**config.mk**
```make
export PLATFORM = sky130hd
export DESIGN_NAME = punc_control_unit
export DESIGN_NICKNAME = d
export VERILOG_FILES = /design/src/rtl/punc_control_unit.sv
export SDC_FILE = /design/constraint.sdc
export NUM_CORES = 1
export LEC_CHECK = 0
export BUFFER_PORTS_ARGS = -buffer_cell sky130_fd_sc_hd__buf_2
export CAP_MARGIN = 25
export CORE_UTILIZATION = 37
export CTS_CLUSTER_SIZE = 8
export DETAILED_ROUTE_END_ITERATION = 8
export PLACE_DENSITY_LB_ADDON = 0.1
export SLEW_MARGIN = 20
export SYNTH_ARGS = -nofsm -noshare
export SYNTH_HDL_FRONTEND = slang
export SYNTH_SLANG_ARGS = --single-unit
```
**constraint.sdc**
```tcl
create_clock -name clk -period 1.4 [get_ports clk]
set_clock_uncertainty 0.2 [all_clocks]
set_input_delay 0 -clock clk [delete_from_list [all_inputs] [get_ports clk]]
set_output_delay 0 -clock clk [all_outputs]
set_load 0.03 [all_outputs]
```
**src/rtl/punc_control_unit.sv**
```systemverilog
// LC3 control FSM for the PUnC processor: sequences FETCH/DECODE/EXEC plus
// EXEC2 (indirect) and SETCC (load condition codes), issuing Moore strobes.
module punc_control_unit #(
  parameter logic [3:0] HALT_OPCODE   = 4'b1111,
  parameter bit         SETCC_ON_LOAD = 1'b1
) (
  input  logic        clk,
  input  logic        rst,
  input  logic [15:0] ir,
  output logic        mem_wr_en,
  output logic [2:0]  mem_r_addr_sel,
  output logic        state2_STI,
  output logic        STR,
  output logic [2:0]  RF_wr_addr,
  output logic        RF_wr_en,
  output logic [2:0]  RF_r_addr_0,
  output logic [2:0]  RF_r_addr_1,
  output logic [1:0]  RF_w_data_sel,
  output logic        ir_ld,
  output logic        JMP_RET_JSRR,
  output logic        pc_ld,
  output logic        pc_clr,
  output logic        pc_up,
  output logic        add_const,
  output logic [1:0]  alu_sel,
  output logic        cc_en,
  output logic        n,
  output logic        z,
  output logic        p,
  output logic [10:0] const_n,
  output logic [3:0]  SEXT_Select,
  output logic        halted
);

  localparam logic [3:0] OP_BR  = 4'b0000;
  localparam logic [3:0] OP_ADD = 4'b0001;
  localparam logic [3:0] OP_LD  = 4'b0010;
  localparam logic [3:0] OP_ST  = 4'b0011;
  localparam logic [3:0] OP_JSR = 4'b0100;
  localparam logic [3:0] OP_AND = 4'b0101;
  localparam logic [3:0] OP_LDR = 4'b0110;
  localparam logic [3:0] OP_STR = 4'b0111;
  localparam logic [3:0] OP_NOT = 4'b1001;
  localparam logic [3:0] OP_LDI = 4'b1010;
  localparam logic [3:0] OP_STI = 4'b1011;
  localparam logic [3:0] OP_JMP = 4'b1100;
  localparam logic [3:0] OP_LEA = 4'b1110;

  localparam logic [1:0] ALU_PASS = 2'd0;
  localparam logic [1:0] ALU_ADD  = 2'd1;
  localparam logic [1:0] ALU_AND  = 2'd2;
  localparam logic [1:0] ALU_NOT  = 2'd3;

  typedef enum logic [2:0] {
    S_FETCH  = 3'd0,
    S_DECODE = 3'd1,
    S_EXEC   = 3'd2,
    S_EXEC2  = 3'd3,
    S_SETCC  = 3'd4,
    S_HALT   = 3'd5
  } state_t;

  state_t     r_state;
  state_t     w_next;
  state_t     w_after_load;
  logic [3:0] w_op;
  logic [2:0] w_dr;
  logic [2:0] w_br;

  assign w_op         = ir[15:12];
  assign w_dr         = ir[11:9];
  assign w_br         = ir[8:6];
  assign w_after_load = SETCC_ON_LOAD ? S_SETCC : S_FETCH;
  assign const_n      = ir[10:0];

  // State register with synchronous active-low reset
  always_ff @(posedge clk) begin
    if (!rst) begin
      r_state <= S_FETCH;
    end else begin
      r_state <= w_next;
    end
  end

  // Next-state and Moore output decode; reset suppresses every strobe but pc_clr
  always_comb begin
    w_next         = r_state;
    mem_wr_en      = 1'b0;
    mem_r_addr_sel = 3'd0;
    state2_STI     = 1'b0;
    STR            = 1'b0;
    RF_wr_addr     = 3'd0;
    RF_wr_en       = 1'b0;
    RF_r_addr_0    = 3'd0;
    RF_r_addr_1    = 3'd0;
    RF_w_data_sel  = 2'd0;
    ir_ld          = 1'b0;
    JMP_RET_JSRR   = 1'b0;
    pc_ld          = 1'b0;
    pc_clr         = 1'b0;
    pc_up          = 1'b0;
    add_const      = 1'b0;
    alu_sel        = ALU_PASS;
    cc_en          = 1'b0;
    n              = 1'b0;
    z              = 1'b0;
    p              = 1'b0;
    SEXT_Select    = 4'b0000;
    halted         = 1'b0;
    if (!rst) begin
      pc_clr = 1'b1;
      w_next = S_FETCH;
    end else begin
      case (r_state)
        S_FETCH: begin
          mem_r_addr_sel = 3'd0;
          ir_ld          = 1'b1;
          pc_up          = 1'b1;
          w_next         = S_DECODE;
        end
        S_DECODE: begin
          if (w_op == HALT_OPCODE) begin
            w_next = S_HALT;
          end else begin
            w_next = S_EXEC;
          end
        end
        S_EXEC: begin
          w_next = S_FETCH;
          case (w_op)
            OP_ADD, OP_AND: begin
              RF_r_addr_0 = w_br;
              if (ir[5]) begin
                add_const   = 1'b1;
                SEXT_Select = 4'b1000;
              end else begin
                RF_r_addr_1 = ir[2:0];
              end
              alu_sel    = (w_op == OP_ADD) ? ALU_ADD : ALU_AND;
              RF_wr_addr = w_dr;
              RF_wr_en   = 1'b1;
              cc_en      = 1'b1;
            end
            OP_NOT: begin
              RF_r_addr_0 = w_br;
              alu_sel     = ALU_NOT;
              RF_wr_addr  = w_dr;
              RF_wr_en    = 1'b1;
              cc_en       = 1'b1;
            end
            OP_BR: begin
              n           = ir[11];
              z           = ir[10];
              p           = ir[9];
              SEXT_Select = 4'b0010;
            end
            OP_JMP: begin
              RF_r_addr_0  = w_br;
              JMP_RET_JSRR = 1'b1;
              pc_ld        = 1'b1;
            end
            OP_JSR: begin
              RF_wr_addr    = 3'd7;
              RF_wr_en      = 1'b1;
              RF_w_data_sel = 2'd1;
              pc_ld         = 1'b1;
              if (ir[11]) begin
                SEXT_Select = 4'b0001;
              end else begin
                RF_r_addr_0  = w_br;
                JMP_RET_JSRR = 1'b1;
              end
            end
            OP_LD: begin
              mem_r_addr_sel = 3'd1;
              SEXT_Select    = 4'b0010;
              RF_w_data_sel  = 2'd2;
              RF_wr_addr     = w_dr;
              RF_wr_en       = 1'b1;
              w_next         = w_after_load;
            end
            OP_LEA: begin
              SEXT_Select   = 4'b0010;
              RF_w_data_sel = 2'd3;
              RF_wr_addr    = w_dr;
              RF_wr_en      = 1'b1;
              w_next        = w_after_load;
            end
            OP_LDR: begin
              RF_r_addr_0    = w_br;
              add_const      = 1'b1;
              SEXT_Select    = 4'b0100;
              alu_sel        = ALU_ADD;
              mem_r_addr_sel = 3'd4;
              RF_w_data_sel  = 2'd2;
              RF_wr_addr     = w_dr;
              RF_wr_en       = 1'b1;
              w_next         = w_after_load;
            end
            OP_LDI, OP_STI: begin
              mem_r_addr_sel = 3'd1;
              SEXT_Select    = 4'b0010;
              w_next         = S_EXEC2;
            end
            OP_ST: begin
              RF_r_addr_0 = w_dr;
              SEXT_Select = 4'b0010;
              mem_wr_en   = 1'b1;
            end
            OP_STR: begin
              STR         = 1'b1;
              RF_r_addr_0 = w_br;
              RF_r_addr_1 = w_dr;
              add_const   = 1'b1;
              SEXT_Select = 4'b0100;
              alu_sel     = ALU_ADD;
              mem_wr_en   = 1'b1;
            end
            default: begin
              w_next = S_FETCH;
            end
          endcase
        end
        S_EXEC2: begin
          w_next = S_FETCH;
          if (w_op == OP_LDI) begin
            mem_r_addr_sel = 3'd2;
            RF_w_data_sel  = 2'd2;
            RF_wr_addr     = w_dr;
            RF_wr_en       = 1'b1;
            w_next         = w_after_load;
          end else if (w_op == OP_STI) begin
            state2_STI  = 1'b1;
            RF_r_addr_0 = w_dr;
            mem_wr_en   = 1'b1;
          end else begin
            w_next = S_FETCH;
          end
        end
        S_SETCC: begin
          RF_r_addr_0 = w_dr;
          cc_en       = 1'b1;
          w_next      = S_FETCH;
        end
        S_HALT: begin
          halted = 1'b1;
          w_next = S_HALT;
        end
        default: begin
          w_next = S_FETCH;
        end
      endcase
    end
  end

endmodule

```
==> reports/qor.csv <==
stage,metric,value,unit
sta,slew_viol_final,0,
floorplanning,die_h,51.3,um
sta,holdWs,0.0704,ns
final_layout,fin_area,0.00190,mm2
route,drc_errors,0,
status,status,"finished, violations left",
logic_synthesis,synth_warnings,0,
logic_synthesis,synth_nets,136,
global_routing,grt_antenna_before_repair,0,
worst_setup_path,r2r-start,r_state[0],
worst_setup_path,cpPeakStageDelay,0.54,ns
worst_setup_path,startpoint_type,flop,
logic_synthesis,ys.flop_type,dfxtp_1,
sta,tns,-13.01,ns
power,power_density,451,mW/mm2
worst_setup_path,cp.arrival,1.76,ns
floorplanning,fp-row-count,17,
floorplanning,initial_core_util,39.8,%
worst_setup_path,end_kind,output pin,
logic_synthesis,synth_top_cell_by_area,buf_4,
place,portBuffers,59,
cts,cts_tree,built,
logic_synthesis,synth.cell_area,898,um2
place,globalplace.congestion,0.900,
final_layout,final_layout_size_suffix_gt1_share,77.1,%
cts,cts_max_path_buffers,2,
cts,h-tree-depth,1,
worst_setup_path,critPathTopFamily,simple AND/OR/NAND/NOR gates,
cts,cts_sinks,3,
worst_setup_path,r2r-end,r_state[2],
worst_hold_path,hp-class,in -> out,
final_layout,regMostFlops,r_state,
cts,clk_pin_slew,0.05,ns
place,dpl_cell_area,0.00145,mm2
floorplanning,fp.dieArea,0.00263,mm2
sta,report.final.hold_viol_count,0,
worst_setup_path,crit_start,r_state[1],
worst_setup_path,worstSetupPathType,reg -> out,
final_layout,final_cells,233,
route,drt_iter0_markers,21,
cts,cts_root_buf,clkbuf_4,
place,pre_cts_ws,-0.359,ns
worst_setup_path,cp.depth,5,
logic_synthesis,async_reset_ff_share,0,%
logic_synthesis,synthTopCellsByArea,"buf_4 (12%), dfxtp_1 (6.7%), a22o_1 (5.8%)",
sta,period_minus_slack,1.96,ns
final_layout,syn2layout_area_growth,111,%
sta,setup_violations,34,
status,violations,setup timing,
global_routing,grt_overflow,0,
place,placed_cells,218,
route,wl,3660,um
logic_synthesis,yosys-top-cells-count,"buf_4 (14), nor2_1 (13), a21oi_1 (7)",
worst_setup_path,crit_chain,or4b_4 -> nor2_4 -> and2_4 -> a21boi_4 -> buf_6,
logic_synthesis,synth_cell_types,47,
floorplanning,die_w,51.3,um
job,cap_violations,0,
power,ir_drop,0.000626,V
logic_synthesis,ys_seq_area_share,6.69,%
sta,rsz0062_at_grt,yes,
sta,slew-limit-headroom,71.7,%
final_layout,final_nets,224,
sta,min_period_over_period,140,%
final_layout,reg_top3,r_state x3,
route,detail-route-antenna-nets,0,
worst_setup_path,path_max_fanout,4,
logic_synthesis,synth-seq-cells,3,
floorplanning,pin_count,64,
logic_synthesis,syn_avg_cell_area,7.61,um2
power,leakagePower,0.885,nW
final_layout,diodes,0,
worst_setup_path,reg2reg_depth,5,
logic_synthesis,synth_top_area_share,11.7,%
route,firstDrtPassIters,4,
sta,tightest_slew,0.424,ns
route,wl_per_cell,15.7,um
sta,final.setup.worst_slack,-0.557,ns
worst_setup_path,critical_path_buf_inv_count,1,
floorplanning,coreArea,0.00225,mm2
route,via_per_inst,5.27,
place,post-dp-hpwl,2360,um
final_layout,largest_reg_flops,3,
route,vias,1229,
final_layout,final_core_util,84.2,%
sta,max_freq,0.511,GHz
cts,insertion_delay,0.26,ns
global_routing,track_usage,29.8,%
global_routing,grt_pass1_wl,5730,um
worst_setup_path,cp-endpoint,JMP_RET_JSRR,
logic_synthesis,synth_edf_count,0,
worst_setup_path,required,1.20,ns
logic_synthesis,synthCells,118,
global_routing,grt_max_degree,10,
logic_synthesis,synth_most_common_cell,buf_4,
worst_setup_path,critPathSlowestCell,or4b_4,
global_routing,grt_pass1_vias,1191,
power,totalPowerFinal,857,uW
worst_setup_path,r2r_slack,0,ns
cts,numCtsBuffers,3,
worst reg2reg max path, cell delays in order (launching register included):
cell	delay, ns
dfxtp_2	0.35
buf_4	0.18
xnor2_1	0.13
nand4_1	0.14
buf_4	0.16
a21oi_1	0.15
kinds of logic after synthesis:
logic type / Yosys count / synth area share [%]
xor+xnor: 3 / 2.93
mux: 1 / 1.11
buf+inv: 26 / 18.8
compound gates: 24 / 21.0
simple gates: 61 / 49.4
flops: 3 / 6.69
what timing repair did:
item,4_1_cts,5_1_grt
hold buffers,3,0
pin swaps,10,14
endpoints found under the setup margin,35,37
buffers inserted,7,3
endpoints found under the hold margin,4,0
gates resized for setup,89,11
power breakdown:
group / leakage, nW / switching, mW / internal [mW]
clock: 0.0150 / 0.0696 / 0.108
sequential: 0.0261 / 0.0123 / 0.0952
combinational: 0.844 / 0.319 / 0.252
layer usage:
layer,part of all wire [%],wire [um],track usage [%],up-vias
met3,4.3,157,4.76,6
li1,-,-,-,582
met2,55,2020,57.7,52
met1,39,1420,33.6,589
met4,1.8,65,6.76,0
met5,0,0,0,-
cell type report:
type | count | area, um2
Multi-Input combinational cell | 89 | 891
Timing Repair Buffer | 104 | 861
Fill cell | 134 | 357
Sequential cell | 3 | 66.3
Tap cell | 28 | 35.0
Clock buffer | 4 | 26.3
Inverter | 5 | 18.8
layout by cell type, fill, tap and decap left out, types with 4 or more instances in the layout:
master	netlist	layout
and2_4	0	4
nor2_4	0	6
buf_6	2	36
nor3_4	0	7
a21oi_1	7	6
inv_1	5	4
buf_4	14	40
buf_2	3	25
nor2_2	1	4
nor2_1	13	4
how the worst min path moves through the flow:
| stage | start | end | slack, ns | cells after the start |
|---|---|---|---|---|
| 2_1_floorplan | ir[11] | JMP_RET_JSRR | -0.13 | 1 |
| 3_3_place_gp | ir[3] | const_n[3] | -0.20 | 0 |
| 3_5_place_dp | ir[3] | const_n[3] | -0.20 | 0 |
| 4_1_cts | ir[2] | const_n[2] | 0.07 | 2 |
| 5_1_grt | ir[2] | const_n[2] | 0.08 | 2 |
| 6_report | ir[1] | const_n[1] | 0.07 | 2 |
Power figures use the tool's default switching activity.
